==> config.mk <==
export PLATFORM = sky130hd
export DESIGN_NAME = spi_xfer_seq
export DESIGN_NICKNAME = d
export VERILOG_FILES = /design/src/rtl/spi_xfer_seq.sv
export SDC_FILE = /design/constraint.sdc
export NUM_CORES = 1
export LEC_CHECK = 0
export ABC_AREA = 1
export CORE_MARGIN = 2
export CORE_UTILIZATION = 33
export CTS_CLUSTER_DIAMETER = 60
export DETAILED_ROUTE_END_ITERATION = 12
export GPL_ROUTABILITY_DRIVEN = 0
export SYNTH_ARGS = -nofsm -noshare
export SYNTH_HDL_FRONTEND = slang
export SYNTH_SLANG_ARGS = --single-unit
==> constraint.sdc <==
create_clock -name clk -period 4.69 [get_ports clk]
set_input_delay 1.407 -clock clk [delete_from_list [all_inputs] [get_ports clk]]
set_output_delay 1.407 -clock clk [all_outputs]
set_load 0.02 [all_outputs]
==> src/rtl/spi_xfer_seq.sv <==
// spi_xfer_seq: chip-select / byte sequencer in front of an SPI byte engine.
// Bytes come from a tx FIFO (0x00 when it is empty) and are shifted one at a
// time through the engine; each received byte goes into an rx FIFO (FWFT).
// Optional feature macro: SPI_XFER_SEQ_OVF_FLAG_EN (sticky rx overflow flag).
//
// state      | meaning
// -----------+------------------------------------------------------------
// IDLE       | cs_n high, waiting for go with a non-zero len
// CS_SETUP   | cs_n low, CS_DELAY cycles before the first byte
// LOAD       | waiting for the engine to be free, then issue spi_start
// WAIT_BYTE  | waiting for spi_new_data from the engine
// CS_HOLD    | cs_n still low, CS_DELAY cycles after the last byte
module spi_xfer_seq #(
   parameter int CS_DELAY   = 2,
   parameter int FIFO_DEPTH = 16
) (
   input  logic       clk,
   input  logic       rst,
   input  logic       tx_wr,
   input  logic [7:0] tx_data,
   output logic       tx_full,
   input  logic       rx_rd,
   output logic [7:0] rx_data,
   output logic       rx_empty,
   input  logic       go,
   input  logic [7:0] len,
   output logic       busy,
   output logic       done,
   output logic       rx_ovf,
   output logic       cs_n,
   output logic       spi_start,
   output logic [7:0] spi_data_in,
   input  logic       spi_busy,
   input  logic       spi_new_data,
   input  logic [7:0] spi_data_out
);

   localparam int AW = $clog2(FIFO_DEPTH);
   localparam logic [AW:0] DEPTH_C = (AW+1)'(FIFO_DEPTH);
   localparam logic [3:0] DLY_LOAD = 4'(CS_DELAY - 1);

   localparam logic [2:0] S_IDLE      = 3'd0;
   localparam logic [2:0] S_CS_SETUP  = 3'd1;
   localparam logic [2:0] S_LOAD      = 3'd2;
   localparam logic [2:0] S_WAIT_BYTE = 3'd3;
   localparam logic [2:0] S_CS_HOLD   = 3'd4;

   logic [2:0]    r_state;
   logic [3:0]    r_timer;
   logic [7:0]    r_remaining;
   logic          r_cs_n;
   logic          r_done;

   logic [7:0]    r_tx_mem [FIFO_DEPTH];
   logic [AW-1:0] r_tx_rd_ptr;
   logic [AW-1:0] r_tx_wr_ptr;
   logic [AW:0]   r_tx_count;

   logic [7:0]    r_rx_mem [FIFO_DEPTH];
   logic [AW-1:0] r_rx_rd_ptr;
   logic [AW-1:0] r_rx_wr_ptr;
   logic [AW:0]   r_rx_count;

   logic w_go_accept;
   logic w_load_fire;
   logic w_tx_empty;
   logic w_tx_push;
   logic w_tx_pop;
   logic w_rx_full;
   logic w_rx_in;
   logic w_rx_push;
   logic w_rx_pop;

   assign w_go_accept = (r_state == S_IDLE) && go && (len != 8'd0);
   assign w_load_fire = (r_state == S_LOAD) && !spi_busy;

   assign w_tx_empty = (r_tx_count == '0);
   assign tx_full    = (r_tx_count == DEPTH_C);
   assign w_tx_push  = tx_wr && !tx_full;
   assign w_tx_pop   = w_load_fire && !w_tx_empty;

   assign w_rx_full  = (r_rx_count == DEPTH_C);
   assign rx_empty   = (r_rx_count == '0);
   assign w_rx_in    = (r_state == S_WAIT_BYTE) && spi_new_data;
   assign w_rx_push  = w_rx_in && !w_rx_full;
   assign w_rx_pop   = rx_rd && !rx_empty;
   assign rx_data    = r_rx_mem[r_rx_rd_ptr];

   // spi_start is combinational so the engine sees the byte in the very cycle
   // LOAD finds it free; the data bus idles at 0x00 outside that pulse.
   assign spi_start   = w_load_fire;
   assign spi_data_in = (w_load_fire && !w_tx_empty) ? r_tx_mem[r_tx_rd_ptr] : 8'h00;

   assign busy = (r_state != S_IDLE);
   assign cs_n = r_cs_n;
   assign done = r_done;

   // tx FIFO storage
   always_ff @(posedge clk) begin
      if (w_tx_push)
         r_tx_mem[r_tx_wr_ptr] <= tx_data;
   end

   // tx FIFO pointers and occupancy; push and pop in one cycle cancel in the count
   always_ff @(posedge clk) begin
      if (rst) begin
         r_tx_rd_ptr <= '0;
         r_tx_wr_ptr <= '0;
         r_tx_count  <= '0;
      end else begin
         if (w_tx_push) r_tx_wr_ptr <= r_tx_wr_ptr + 1'b1;
         if (w_tx_pop)  r_tx_rd_ptr <= r_tx_rd_ptr + 1'b1;
         case ({w_tx_push, w_tx_pop})
            2'b10:   r_tx_count <= r_tx_count + 1'b1;
            2'b01:   r_tx_count <= r_tx_count - 1'b1;
            default: r_tx_count <= r_tx_count;
         endcase
      end
   end

   // rx FIFO storage; a byte arriving while full is simply not written
   always_ff @(posedge clk) begin
      if (w_rx_push)
         r_rx_mem[r_rx_wr_ptr] <= spi_data_out;
   end

   // rx FIFO pointers and occupancy
   always_ff @(posedge clk) begin
      if (rst) begin
         r_rx_rd_ptr <= '0;
         r_rx_wr_ptr <= '0;
         r_rx_count  <= '0;
      end else begin
         if (w_rx_push) r_rx_wr_ptr <= r_rx_wr_ptr + 1'b1;
         if (w_rx_pop)  r_rx_rd_ptr <= r_rx_rd_ptr + 1'b1;
         case ({w_rx_push, w_rx_pop})
            2'b10:   r_rx_count <= r_rx_count + 1'b1;
            2'b01:   r_rx_count <= r_rx_count - 1'b1;
            default: r_rx_count <= r_rx_count;
         endcase
      end
   end

   // Transfer sequencer; cs_n and done are registered so they change together
   always_ff @(posedge clk) begin
      if (rst) begin
         r_state     <= S_IDLE;
         r_timer     <= '0;
         r_remaining <= '0;
         r_cs_n      <= 1'b1;
         r_done      <= 1'b0;
      end else begin
         r_done <= 1'b0;
         case (r_state)
            S_IDLE: begin
               if (w_go_accept) begin
                  r_remaining <= len;
                  r_timer     <= DLY_LOAD;
                  r_cs_n      <= 1'b0;
                  r_state     <= S_CS_SETUP;
               end
            end
            S_CS_SETUP: begin
               if (r_timer == 4'd0) r_state <= S_LOAD;
               else                 r_timer <= r_timer - 1'b1;
            end
            S_LOAD: begin
               if (!spi_busy) r_state <= S_WAIT_BYTE;
            end
            S_WAIT_BYTE: begin
               // completion is the new_data pulse alone; spi_busy is not trusted here
               if (spi_new_data) begin
                  r_remaining <= r_remaining - 1'b1;
                  if (r_remaining == 8'd1) begin
                     r_timer <= DLY_LOAD;
                     r_state <= S_CS_HOLD;
                  end else begin
                     r_state <= S_LOAD;
                  end
               end
            end
            S_CS_HOLD: begin
               if (r_timer == 4'd0) begin
                  r_cs_n  <= 1'b1;
                  r_done  <= 1'b1;
                  r_state <= S_IDLE;
               end else begin
                  r_timer <= r_timer - 1'b1;
               end
            end
            default: begin
               r_cs_n  <= 1'b1;
               r_state <= S_IDLE;
            end
         endcase
      end
   end

`ifdef SPI_XFER_SEQ_OVF_FLAG_EN
   logic w_rx_drop;
   logic r_rx_ovf;

   assign w_rx_drop = w_rx_in && w_rx_full;
   assign rx_ovf    = r_rx_ovf;

   // Sticky overflow: set by any dropped rx byte, cleared when a new transfer starts
   always_ff @(posedge clk) begin
      if (rst || w_go_accept) r_rx_ovf <= 1'b0;
      else if (w_rx_drop)     r_rx_ovf <= 1'b1;
   end
`else
   assign rx_ovf = 1'b0;
`endif

endmodule

==> results.ini <==
[final_layout]
nFillCells=3756
diodes=0
fin_util=0.393
multi_input_comb_area_sq_um=3730
drive_above_1_share=0.0827
seqCellArea_sq_um=8720
layout.nets=1246
area_growth_pct=16.9

[timing]
slew_violations=0
hold_viol=0
rsz0062_at_grt=false
relSlewSlack=0.306
finalCriticalPeriod_ns=4.55
setup_viol_count_final=0
worst_pin_slew_ns=1.04
clock_skew_ns=0.0148
setup_tns_ns=0
fmax_mhz=220
fin_crit_sh=0.970

[clock_tree]
path_clk_slew_ns=0.06
cts_buffers=37
cts_buffer_depth=3
cts_tree=yes
htree_levels=2
worstSkewPairLatency_ns=0.53
cts_sinks=307
cts-root-buf=clkbuf_16

[logic_synthesis]
ys_seq_area_frac=0.666
syn_area_per_cell_sq_um=11.4
synth_edf_count=256
yosysUniqueCellTypes=46
async_flop_share=0
yosys_warnings=0
syn_inst=1143
synth-seq-cells=307
synth_area_leader_cell=edfxtp_1
ys.flop_type=edfxtp_1
netlist.area_leader.share=0.588
synth.net_count=1194
ys_top_cells_by_area=edfxtp_1 (59%), dfxtp_1 (7.8%), nor2_1 (5.1%), o21ai_0 (4.9%), nand2_1 (3.1%)
syn_area_sq_um=13100

[floorplanning]
die_w_microns=203
fp-row-count=72
ioPinCount=54
fp.dieArea_sq_um=41300
core_sq_um=38900
die_y_microns=203
start_util=0.336

[pwr]
irDropWorstVdd_uv=286
total_power_mw=7.56
p_per_area_nw_per_um2=494
p_leak_nw=5.42

[critical_path]
crit_start=spi_busy
timing.rr.end=r_tx_count[4]$_SDFFE_PP0P_
crit_path_end=spi_data_in[6]
r2r_setup_slack_ns=1.91
cp_max_fo=4
worstReg2RegStart=r_state[0]$_SDFFE_PP0P_
crit_type=in -> out
critPathLaunchType=primary input
cp-end-kind=output port
required_ns=3.28
r2r_cells=17
arrival_ns=3.14

[drt]
wl_per_cell_microns=16.4
routed_wl_microns=28600
drc=0
vias=8435
avgViaCountPerCell=4.85
ant_nets=0
drt_iter0_markers=590
drt_first_pass_iters=5

[global_route]
grt_max_degree=65
grt_pass1_vias=8229
antenna_found_initial=0
grt_pass1_wl_microns=44700
grt-ovfl-total=0
grt.total_usage=0.138

[flow_run]
max-cap-violations=0

[place]
io_buffer_count=52
dp_hpwl_microns=17800

[hold_path]
min_path_type=reg -> reg

[run_status]
status=complete, no violations

-- cells in the final DEF, fill, tap and decap left out, types with 3 or more instances in the layout --
master / netlist / final
edfxtp_1: 256 / 256
buf_4: 6 / 13
o211ai_1: 43 / 43
a31oi_1: 10 / 10
o21ai_0: 129 / 129
clkdlybuf4s50_1: 0 / 47
inv_2: 4 / 4
xnor2_1: 3 / 3
clkbuf_8: 0 / 4
nand3_1: 29 / 29
nand4_1: 7 / 7
nand2_2: 6 / 6
o21ai_1: 9 / 9
inv_8: 0 / 3
inv_1: 90 / 90
clkbuf_16: 0 / 37
nor2_1: 179 / 179
clkbuf_1: 24 / 6
clkinv_1: 2 / 5
ha_1: 20 / 20
dlymetal6s2s_1: 0 / 5
dfxtp_1: 51 / 48
nor3_1: 4 / 4
mux2i_1: 32 / 32
a21oi_1: 59 / 59
inv_6: 0 / 4
nand2_1: 107 / 107
clkinv_2: 0 / 4
nand3_2: 3 / 3
o32ai_1: 14 / 14
xor2_1: 12 / 12
-- sequential cells by signal, indices dropped and copies added, names as in the netlist, named ones only --
name,cells
r_rx_count,5
r_remaining,8
r_tx_mem,128
done,1
cs_n,1
r_rx_rd_ptr,4
r_rx_wr_ptr,4
r_tx_count,5
r_tx_wr_ptr,4
r_timer,4
r_tx_rd_ptr,4
r_rx_mem,128
r_state,3
-- power breakdown --
group          total (mW)  internal (mW)  switching [mW]
combinational        1.64          0.619            1.02
clock                2.74           1.60            1.14
sequential           3.18           3.06           0.119
total                7.56           5.28            2.28
-- cell type report --
| class | count | area share |
|---|---|---|
| clock inverters | 18 | 0.0110 |
| multi-input cells | 685 | 0.244 |
| flip-flops and latches | 307 | 0.570 |
| inverters | 97 | 0.0240 |
| repair buffers | 67 | 0.0438 |
| well taps | 518 | 0.0424 |
| clock buffers | 47 | 0.0656 |
-- critical path: stages --
cell and delay (ns):
clkdlybuf4s50_1 0.43, nor2_2 0.14, nand2_1 0.09, inv_1 0.16, nand2_1 0.08, a31oi_1 0.19, clkdlybuf4s50_1 0.64
-- Yosys cell counts, types with 4 or more instances --
master and number:
o32ai_1 14, nand3_1 29, nor3_1 4, xor2_1 12
nor2_1 179, o21ai_0 129, inv_2 4, a31oi_1 10
edfxtp_1 256, o21ai_1 9, inv_1 90, buf_2 14
clkbuf_1 24, a21oi_1 59, nand4_1 7, nand2_1 107
buf_1 4, nand2_2 6, mux2i_1 32, buf_4 6
buf_6 5, ha_1 20, o211ai_1 43, dfxtp_1 51
-- per-layer routing --
metal	track usage	share of wire	wire, microns	vias to the layer above
met5	0	0	0	-
met4	0.0498	0.024	699	0
met3	0.0236	0.045	1290	49
met2	0.226	0.47	13300	192
met1	0.185	0.46	13300	4036
li1	-	-	-	4158
-- worst min path at each step --
stage                                startpoint                     endpoint  slack (ns)  depth (start not counted)
floorplan           r_remaining[7]$_SDFFE_PP0P_  r_remaining[7]$_SDFFE_PP0P_        0.43                          2
global placement    r_remaining[7]$_SDFFE_PP0P_  r_remaining[7]$_SDFFE_PP0P_        0.44                          2
detailed placement  r_remaining[7]$_SDFFE_PP0P_  r_remaining[7]$_SDFFE_PP0P_        0.45                          2
CTS                 r_remaining[7]$_SDFFE_PP0P_  r_remaining[7]$_SDFFE_PP0P_        0.46                          2
global route        r_remaining[7]$_SDFFE_PP0P_  r_remaining[7]$_SDFFE_PP0P_        0.48                          2
finish              r_remaining[7]$_SDFFE_PP0P_  r_remaining[7]$_SDFFE_PP0P_        0.46                          2
-- cell families (layout without fill, tap and decap cells) --
kind of cell	count (synthesis)	in the layout	share of synthesized area
adder cells (fa/ha/maj)	20	20	0.0191
other	1	1	0.000287
XOR/XNOR	15	15	0.0100
AO/OA/AOI/OAI	273	273	0.122
multiplexers	32	32	0.0245
flip-flops	307	307	0.666
AND/OR/NAND/NOR	344	344	0.109
buffers and inverters	151	229	0.0495
-- repair_timing --
action | in CTS | in global routing
buffers inserted | 0 | 0
resized for setup | 0 | 6
hold buffers | 0 | 0
endpoints found under the setup margin | 0 | 8
-- stage by stage --
| step | hold slack [ns] | std cells | instance area [sq um] | setup slack (ns) |
|---|---|---|---|---|
| 6_report | 0.455 | 1739 | 15300 | 0.140 |
| 4_1_cts | 0.459 | 1739 | 15300 | 0.0102 |
| 5_1_grt | 0.483 | 1739 | 15300 | 0.0209 |
| 2_1_floorplan | 0.434 | 1143 | 13100 | 0.848 |
| 3_3_place_gp | 0.444 | 1674 | 14100 | 0.0910 |
| 3_5_place_dp | 0.450 | 1674 | 14100 | 0.0157 |
No activity file was read; power rests on OpenSTA's default activity.
